<file path="src/rtl/cpu_pkg.sv">
// Shared definitions for the CPU front end: word width, opcodes and fetch FSM encoding.
package cpu_pkg;

    localparam int WORD_W = 16;

    localparam logic [3:0] OP_HLT = 4'hF;

    typedef enum logic [1:0] {
        S_FETCH,
        S_WAIT,
        S_DRAIN,
        S_HALT
    } fetch_state_t;

    typedef struct packed {
        logic [WORD_W-1:0] pc;
        logic [WORD_W-1:0] instr;
    } fetch_entry_t;

    function automatic logic [3:0] opcode_of(input logic [WORD_W-1:0] instr);
        return instr[WORD_W-1 -: 4];
    endfunction

endpackage

</file>
<file path="src/rtl/fetch_buffer.sv">
// Two-entry shift FIFO of fetched {pc, instr}; entry 0 is always the head so the
// head view comes straight from registers.
module fetch_buffer
    import cpu_pkg::*;
(
    input  logic         clk,
    input  logic         rst,
    input  logic         push,
    input  logic         pop,
    input  logic         flush,
    input  fetch_entry_t push_entry,
    output logic         full,
    output logic         empty,
    output fetch_entry_t head
);

    logic         vld0_q;
    logic         vld1_q;
    fetch_entry_t ent0_q;
    fetch_entry_t ent1_q;

    always_ff @(posedge clk) begin
        if (rst || flush) begin
            vld0_q <= 1'b0;
            vld1_q <= 1'b0;
        end else begin
            case ({push, pop})
                2'b01: begin
                    vld0_q <= vld1_q;
                    vld1_q <= 1'b0;
                end
                2'b10: begin
                    if (vld0_q) vld1_q <= 1'b1;
                    else        vld0_q <= 1'b1;
                end
                default: ;
            endcase
        end
    end

    // Simultaneous push and pop keeps occupancy; only the data shifts.
    always_ff @(posedge clk) begin
        if (rst) begin
            ent0_q <= '0;
        end else if (!flush) begin
            if (pop && vld1_q)
                ent0_q <= ent1_q;
            else if (push && (pop || !vld0_q))
                ent0_q <= push_entry;
            if (push && ((vld0_q && !pop) || (vld1_q && pop)))
                ent1_q <= push_entry;
        end
    end

    assign full  = vld1_q;
    assign empty = ~vld0_q;
    assign head  = ent0_q;

    push_into_full: assert property (@(posedge clk) disable iff (rst)
        !(push && !pop && !flush && vld1_q));

endmodule

</file>
<file path="src/rtl/prefetch_unit.sv">
// Instruction-fetch front end: PC register, single-outstanding imem handshake,
// 2-entry fetch queue, branch redirect and halt handling.
module prefetch_unit
    import cpu_pkg::*;
#(
    parameter logic [WORD_W-1:0] RESET_PC = 16'h0000,
    parameter logic [3:0]        HLT_OP   = OP_HLT,
    parameter logic [WORD_W-1:0] PC_INC   = 16'd2
) (
    input  logic              clk,
    input  logic              rst,
    output logic              imem_req,
    output logic [WORD_W-1:0] imem_addr,
    input  logic              imem_ack,
    input  logic [WORD_W-1:0] imem_data,
    input  logic              redirect,
    input  logic [WORD_W-1:0] redirect_pc,
    input  logic              stall,
    output logic              id_valid,
    output logic [WORD_W-1:0] id_instr,
    output logic [WORD_W-1:0] id_pc,
    output logic [WORD_W-1:0] id_pc_plus2,
    output logic [WORD_W-1:0] pc_out,
    output logic              hlt
);

    fetch_state_t      state_q, state_d;
    logic [WORD_W-1:0] pc_q, pc_d;
    logic [WORD_W-1:0] addr_q, addr_d;
    logic              req_q, req_d;
    logic              halt_pend_q, halt_pend_d;
    logic              hlt_q, hlt_d;

    logic              buf_push, buf_pop, buf_flush;
    logic              buf_full, buf_empty;
    fetch_entry_t      buf_head, push_entry;

    logic [WORD_W-1:0] pc_inc;
    logic              room_no_push, room_after_push;
    logic              data_is_hlt, hlt_accept;

    fetch_buffer u_fetch_buffer (
        .clk        (clk),
        .rst        (rst),
        .push       (buf_push),
        .pop        (buf_pop),
        .flush      (buf_flush),
        .push_entry (push_entry),
        .full       (buf_full),
        .empty      (buf_empty),
        .head       (buf_head)
    );

    assign id_valid = ~buf_empty & (state_q != S_HALT);
    assign buf_pop  = id_valid & ~stall;

    // A slot freed by this cycle's pop is usable for the next request.
    assign room_no_push    = ~buf_full | buf_pop;
    assign room_after_push = buf_empty | (~buf_full & buf_pop);

    assign pc_inc      = pc_q + PC_INC;
    assign data_is_hlt = (opcode_of(imem_data) == HLT_OP);
    assign hlt_accept  = buf_pop & (opcode_of(buf_head.instr) == HLT_OP);

    always_comb begin
        state_d          = state_q;
        pc_d             = pc_q;
        addr_d           = addr_q;
        req_d            = req_q;
        halt_pend_d      = halt_pend_q;
        hlt_d            = hlt_q;
        buf_push         = 1'b0;
        buf_flush        = 1'b0;
        push_entry.pc    = addr_q;
        push_entry.instr = imem_data;

        // Redirect flushes regardless of stall and cancels any speculative halt.
        if (redirect && state_q != S_HALT) begin
            buf_flush   = 1'b1;
            halt_pend_d = 1'b0;
            pc_d        = redirect_pc;
        end

        case (state_q)
            S_FETCH: begin
                if (!redirect) begin
                    if (hlt_accept) begin
                        state_d = S_HALT;
                        hlt_d   = 1'b1;
                    end else if (!halt_pend_q && room_no_push) begin
                        req_d   = 1'b1;
                        addr_d  = pc_q;
                        state_d = S_WAIT;
                    end
                end
            end
            S_WAIT: begin
                if (imem_ack) begin
                    if (redirect) begin
                        req_d   = 1'b0;
                        state_d = S_FETCH;
                    end else begin
                        buf_push    = 1'b1;
                        pc_d        = pc_inc;
                        halt_pend_d = halt_pend_q | data_is_hlt;
                        // Back-to-back: keep req high and move straight to the next address.
                        if (!(halt_pend_q || data_is_hlt) && room_after_push) begin
                            addr_d = pc_inc;
                        end else begin
                            req_d   = 1'b0;
                            state_d = S_FETCH;
                        end
                    end
                end else if (redirect) begin
                    state_d = S_DRAIN;
                end
            end
            S_DRAIN: begin
                if (imem_ack) begin
                    req_d   = 1'b0;
                    state_d = S_FETCH;
                end
            end
            S_HALT: begin
                req_d = 1'b0;
            end
            default: begin
                state_d = S_FETCH;
                req_d   = 1'b0;
            end
        endcase
    end

    always_ff @(posedge clk) begin
        if (rst) begin
            state_q     <= S_FETCH;
            pc_q        <= RESET_PC;
            addr_q      <= RESET_PC;
            req_q       <= 1'b0;
            halt_pend_q <= 1'b0;
            hlt_q       <= 1'b0;
        end else begin
            state_q     <= state_d;
            pc_q        <= pc_d;
            addr_q      <= addr_d;
            req_q       <= req_d;
            halt_pend_q <= halt_pend_d;
            hlt_q       <= hlt_d;
        end
    end

    assign imem_req    = req_q;
    assign imem_addr   = addr_q;
    assign pc_out      = pc_q;
    assign hlt         = hlt_q;
    assign id_instr    = buf_head.instr;
    assign id_pc       = buf_head.pc;
    assign id_pc_plus2 = buf_head.pc + PC_INC;

endmodule

</file>
<file path="config.mk">
export PLATFORM = sky130hd
export DESIGN_NAME = prefetch_unit
export DESIGN_NICKNAME = d
export VERILOG_FILES = /design/src/rtl/cpu_pkg.sv /design/src/rtl/fetch_buffer.sv /design/src/rtl/prefetch_unit.sv
export SDC_FILE = /design/constraint.sdc
export NUM_CORES = 1
export LEC_CHECK = 0
export ABC_AREA = 0
export CORE_ASPECT_RATIO = 1.4
export CORE_MARGIN = 2
export CORE_UTILIZATION = 40
export DETAILED_ROUTE_END_ITERATION = 7
export PLACE_DENSITY = 0.79
export SLEW_MARGIN = 20
export SYNTH_ARGS = -nofsm -noshare
export SYNTH_HDL_FRONTEND = slang
export SYNTH_SLANG_ARGS = --single-unit
</file>
<file path="constraint.sdc">
create_clock -name clk -period 3.96 [get_ports clk]
set_input_delay 0.396 -clock clk [delete_from_list [all_inputs] [get_ports clk]]
set_output_delay 0.396 -clock clk [all_outputs]
set_load 0.01 [all_outputs]
</file>
### Yosys cells after proc, flatten, opt, wreduce, memory -nomap -nowiden

Cells that the tools add are included.

| word-level totals | value |
|---|---|
| word-level logic and storage cells | 114 |
| bits of input ports | 37 |
| register bits | 103 |
| output and inout port bits | 83 |

| operators by class | value |
|---|---|
| multiplexer cells | 41 |
| reduce and logical (&&, ||, !) cells | 27 |
| bitwise gates (word level) | 13 |
| equality and inequality tests | 19 |
| $add $sub $neg | 2 |

Operators by type and width:

| kind | count |
|---|---|
| $mux W16 | 10 |
| $mux W32 | 2 |
| $add A16 B2 Y16 const B | 2 |
| $pmux W16 S2 | 1 |
| $mux W1 | 16 |
| $mux W2 | 8 |
| $ne A2 B2 Y1 const B | 8 |
| $reduce_and A6 Y1 | 2 |
| $ne A3 B3 Y1 const B | 3 |
| $eq A4 B4 Y1 const B | 2 |
| $logic_and A1 B1 Y1 | 7 |
| $reduce_and A7 Y1 | 1 |
| $eq A2 B2 Y1 const B | 3 |
| $not A1 Y1 | 6 |
| $pmux W2 S3 | 1 |
| $reduce_and A3 Y1 | 2 |
| $reduce_bool A2 Y1 | 3 |
| $and A1 B1 Y1 | 4 |
| $eq A2 B1 Y1 const B | 2 |
| $logic_not A1 Y1 | 4 |
| $logic_or A1 B1 Y1 | 4 |
| $pmux W1 S2 | 2 |
| $pmux W1 S4 | 1 |
| $reduce_and A2 Y1 | 2 |
| 4 further kinds | 6 |

### Longest topological paths before layout

| logic depth | value |
|---|---|
| depth in word-level cells | 10 |
| gate-level depth with buffers | 9 |
| depth with buffers taken out | 8 |

### Modules after synthesis

A second synthesis with hierarchy kept.

| second synthesis, totals | value |
|---|---|
| cells, all modules | 526 |
| area total of the unflattened synthesis | 5375.2 µm² |

Modules (own cells, without submodules):

| module | cells an instance | seq. area each (µm²) | area each (µm²) | instances |
|---|---|---|---|---|
| fetch_buffer | 240 | 1641.6 | 2905.3 | 1 |
| prefetch_unit | 286 | 740.7 | 2469.9 | 1 |

### Worst setup path before layout

Ideal clock, no wire load.

| path | value |
|---|---|
| kind | register -> register |
| from | reg state_q[1] |
| to | reg u_fetch_buffer.ent1_q[0] in the netlist's numbering, enable pin |
| library setup time | 0.468 ns |
| required time | 3.492 ns |
| path buffers | 1 |
| path slack | 0.250 ns |
| arrival | 3.242 ns |
| stages on the path, launching flop included | 6 |
| clock period less this slack | 3.710 ns |
| cells stage by stage | dfxtp_1 > inv_1 > ha_1 > nand3b_1 > buf_4 > nor3b_1 |

| on the way | value |
|---|---|
| cells in the longest elaborated chain, start to end | 8 |
| elaborated cells on any way between the ends | 14 |
| those cells by class | eq/ne: 2; mux: 2; bitwise: 3; reduce/logical: 7 |

RTL lines:

| what | line | RTL |
|---|---|---|
| from (decl) | prefetch_unit.sv:27 | `fetch_state_t state_q, state_d;` |
| from (signal assigned) | prefetch_unit.sv:143 | `state_q <= state_d;` |
| $ne A2 B2 Y1 | prefetch_unit.sv:54, prefetch_unit.sv:78 |  |
| $and A1 B1 Y1 | prefetch_unit.sv:54 | `assign id_valid = ~buf_empty & (state_q != S_HALT);` |
| $and A1 B1 Y1 | prefetch_unit.sv:55 | `assign buf_pop = id_valid & ~stall;` |
| $logic_not A1 Y1 | fetch_buffer.sv:50 | `if (push && ((vld0_q && !pop) \|\| (vld1_q && pop)))` |
| $logic_and A1 B1 Y1 | fetch_buffer.sv:50 |  |
| $logic_or A1 B1 Y1 | fetch_buffer.sv:50 |  |
| $logic_and A1 B1 Y1 | fetch_buffer.sv:50 |  |
| $reduce_and A3 Y1 (no source line) (*) | -- |  |
| to (signal assigned) | fetch_buffer.sv:51 | `ent1_q <= push_entry;` |
| to (decl) | fetch_buffer.sv:20 | `fetch_entry_t ent1_q;` |

Mark *: on every way between the ends. The rest lies on a longest branch, timed or not.
A chain may end at the register's enable or synchronous reset.

### Final worst setup path

| path | value |
|---|---|
| from | reg u_fetch_buffer.ent0_q, in the netlist u_fetch_buffer.head[17] |
| to | out id_pc_plus2[15] |

| on the way | value |
|---|---|
| cells in the longest elaborated chain, start to end | 1 |

RTL lines:

| what | line | RTL |
|---|---|---|
| from (decl) | fetch_buffer.sv:19 | `fetch_entry_t ent0_q;` |
| from (signal assigned) | fetch_buffer.sv:47 | `ent0_q <= ent1_q;` |
| from (signal assigned) | fetch_buffer.sv:49 | `ent0_q <= push_entry;` |
| $add A16 B2 Y16 | prefetch_unit.sv:158 | `assign id_pc_plus2 = buf_head.pc + PC_INC;` |
| to (decl) | prefetch_unit.sv:22 | `output logic [WORD_W-1:0] id_pc_plus2,` |

Every way passes these cells.

==> impl_metrics.yaml <==
timing:
  fmaxAchievable_mhz: 360
  maxSlewViolCount: 0
  tightest_slew_ns: 0.684
  hold_violations: 0
  fin_crit_sh: 0.702
  finClkSkew_ns: 0.00507
  rsz0062_at_grt: "false"
  relSlewSlack: 0.544
  final-setup-viol-count: 0
  whs_ns: 0.468
  period_minus_slack_ns: 2.78
  final.setup.tns_ns: 0
synth:
  ys_warn_count: 0
  synth.distinct_cells: 53
  synth_edf_count: 32
  syn_avg_cell_area_um2: 10.4
  synth_top_area_cell: "dfxtp_1"
  ys_top_cells_by_area: "dfxtp_1 28%, edfxtp_1 19%, a211oi_2 11%"
  synth_top_area_share: 0.283
  synth_nets: 530
  synth_flop_cell: "dfxtp_1"
  synth_seq_cells: 103
  syn_area_um2: 5030
  syn_inst: 485
  async_flop_share: 0
  ys_seq_area_frac: 0.474
global_route:
  gr-total-overflow: 0
  antenna_found_initial: 0
  grt_pass1_vias: 3765
  grt_max_degree: 65
  grt_pass1_wl_um: 18800
  grt_usage: 0.174
clocking:
  cts_tree: "done"
  clock_path_buffers: 2
  cts-buffers-inserted: 9
  clock_sinks: 103
  cts_resized: 0
  clock_latency_ns: 0.34
  cts_hold_buffers: 0
  htree_num_levels: 3
  cts_setup_buffers: 0
  cts_root_buf: "clkbuf_16"
  path_clk_slew_ns: 0.06
power_and_ir_drop:
  p_leak_nw: 2.09
  vdd_drop_max_v: 0.000248
  p_switching_mw: 1.03
  swShare: 0.319
  internal_power_mw: 2.19
  p_total_mw: 3.22
  pwr-share-clk: 0.260
  power_density_nw_per_um2: 493
  p_comb_frac: 0.300
  sequentialPowerShare: 0.440
floorplan:
  initial_core_util: 0.408
  fp-row-count: 48
  fp.coreArea_um2: 12300
  die-area_um2: 13500
  ios: 120
  dieHeight_um: 137
  die_w_um: 98.8
setup_path:
  critical_path.max_stage_delay_ns: 0.55
  worstSetupPathType: "register to output pin"
  slowest_stage: "clkdlybuf4s50_1"
  worstPathRequired_ns: 3.56
  end_kind: "output pin"
  start_kind: "register"
  cp_max_fo: 5
  arrival_ns: 2.38
  cp_cell_sequence: "ha_1 -> nand3_1 -> nor2_1 -> nand4_1 -> xnor2_1 -> clkdlybuf4s50_1"
  critical-path-top-delay-family: "simple AND/OR/NAND/NOR gates"
  cp.buffers_inverters: 1
final_layout:
  drive_gt1_frac: 0.127
  fillers: 1053
  multi_input_area_um2: 2390
  antennaDiodeCount: 0
  area_growth_pct: 29.8
  layout.nets: 631
  regArea_um2: 2380
drt:
  drt-initial-drc-count: 140
  post_drt_wl_per_cell_um: 15.9
  via_per_inst: 5.32
  drc_errors: 0
  num_vias: 3941
  drtPass1Iterations: 4
  drt_wl_total_um: 11800
  postRouteAntennaNets: 0
status:
  outcome: "completed"
placed_design:
  hpwlAfterDp_um: 8620
  port_buffers: 119
  gp_congestion: 0.848
job:
  max_cap_violations: 0
min_path:
  hold_path_class: "register to register"
[cells in the mapped netlist, drive strengths merged, types with 2 or more instances]
| library cell | number |
|---|---|
| inv | 11 |
| a31oi | 5 |
| nand3 | 10 |
| nand4 | 5 |
| a21o | 2 |
| ha | 8 |
| mux2i | 34 |
| nor4 | 9 |
| and2 | 4 |
| nand2b | 4 |
| and3 | 7 |
| dfxtp | 71 |
| a2111oi | 3 |
| nand3b | 2 |
| xor2 | 11 |
| buf | 19 |
| nor2 | 90 |
| nand2 | 25 |
| edfxtp | 32 |
| nor3 | 14 |
| nor2b | 2 |
| clkbuf | 15 |
| xnor2 | 16 |
| a211oi | 49 |
| and4 | 4 |
| nor3b | 2 |
| a311oi | 3 |
| a21oi | 11 |
| o21ai | 4 |
[layer usage]
layer / vias to the layer above / GRT usage / routed length (um)
li1: 1947 / - / -
met1: 1851 / 0.216 / 5080
met2: 125 / 0.298 / 5870
met3: 18 / 0.0301 / 549
met4: 0 / 0.0723 / 269
met5: - / 0 / 0
[final timing paths]
kind,end,from,cells after the start,slack (ns)
worst max-delay path,id_pc_plus2[15],u_fetch_buffer.head[17],6,1.18
worst min-delay path,hlt,hlt,2,0.47
worst min register to register,hlt,hlt,2,0.47
worst max register to register,u_fetch_buffer.head[2],state_q[1],8,1.34
[final cells by class]
type | instances | share of cell area
Sequential cell | 103 | 0.365
Timing Repair Buffer | 124 | 0.190
Inverter | 11 | 0.00633
Clock buffer | 12 | 0.0393
Multi-Input combinational cell | 337 | 0.366
Tap cell | 150 | 0.0288
Clock inverter | 4 | 0.00460
[through the flow]
| step | setup slack (ns) | util | instances | instance area (um^2) |
|---|---|---|---|---|
| after detailed placement | 1.17 | 0.507 | 725 | 6240 |
| after floorplan | 0.250 | - | 485 | 5030 |
| after global routing | 0.958 | 0.530 | 741 | 6530 |
| after global placement | 1.26 | 0.507 | 725 | 6240 |
| after CTS | 1.10 | 0.530 | 741 | 6530 |
| final | 1.18 | 0.530 | 741 | 6530 |
[registers in the layout (all words and copies together) (netlist names)]
name and flops:
u_fetch_buffer.head 32, halt_pend_q 1, imem_req 1, u_fetch_buffer.vld0_q 1, pc_out 16, u_fetch_buffer.ent1_q 32, imem_addr 16, u_fetch_buffer.full 1
hlt 1, state_q 2
[worst register-to-register path, cell delays in order (launching register included)]
cell and delay, ns:
dfxtp_1 0.34, inv_1 0.09, ha_1 0.48, nand3b_1 0.51, a21oi_1 0.28, o21a_2 0.17, buf_12 0.30, nor2_1 0.13
a211oi_2 0.24
[cell families (layout without fill, tap and decap cells)]
logic type,count (synthesis),count (layout),synth area share
buf+inv,45,151,0.0525
mux,34,34,0.0677
compound gates,89,89,0.171
simple gates,179,179,0.168
xor+xnor,27,27,0.0470
fa+ha+maj,8,8,0.0199
flops,103,103,0.474
[layout by cell type (no fill, tap or decap), types with 4 or more instances in the layout]
cell	n
nand2b_1	4
inv_1	9
dfxtp_1	71
a211oi_1	6
nand3_1	10
nor3_1	14
mux2i_1	34
a31oi_1	5
buf_4	5
a211oi_2	43
xnor2_1	16
a21oi_1	10
nand2_1	24
xor2_1	11
o21ai_0	4
and4_1	4
nor4_1	8
clkbuf_16	9
clkdlybuf4s50_1	118
nand4_1	5
nor2_1	89
edfxtp_1	32
ha_1	8
and3_1	7
[power groups by stage]
stage	Combinational (mW)	Sequential, mW	Clock, mW
final	0.966	1.42	0.836
after global routing	1.05	1.44	0.897
after CTS	0.976	1.42	0.860
after detailed placement	0.967	1.44	0
after global placement	0.945	1.43	0
after floorplan	0.552	1.43	0
Note: power is estimated with default switching activity, not from simulation.
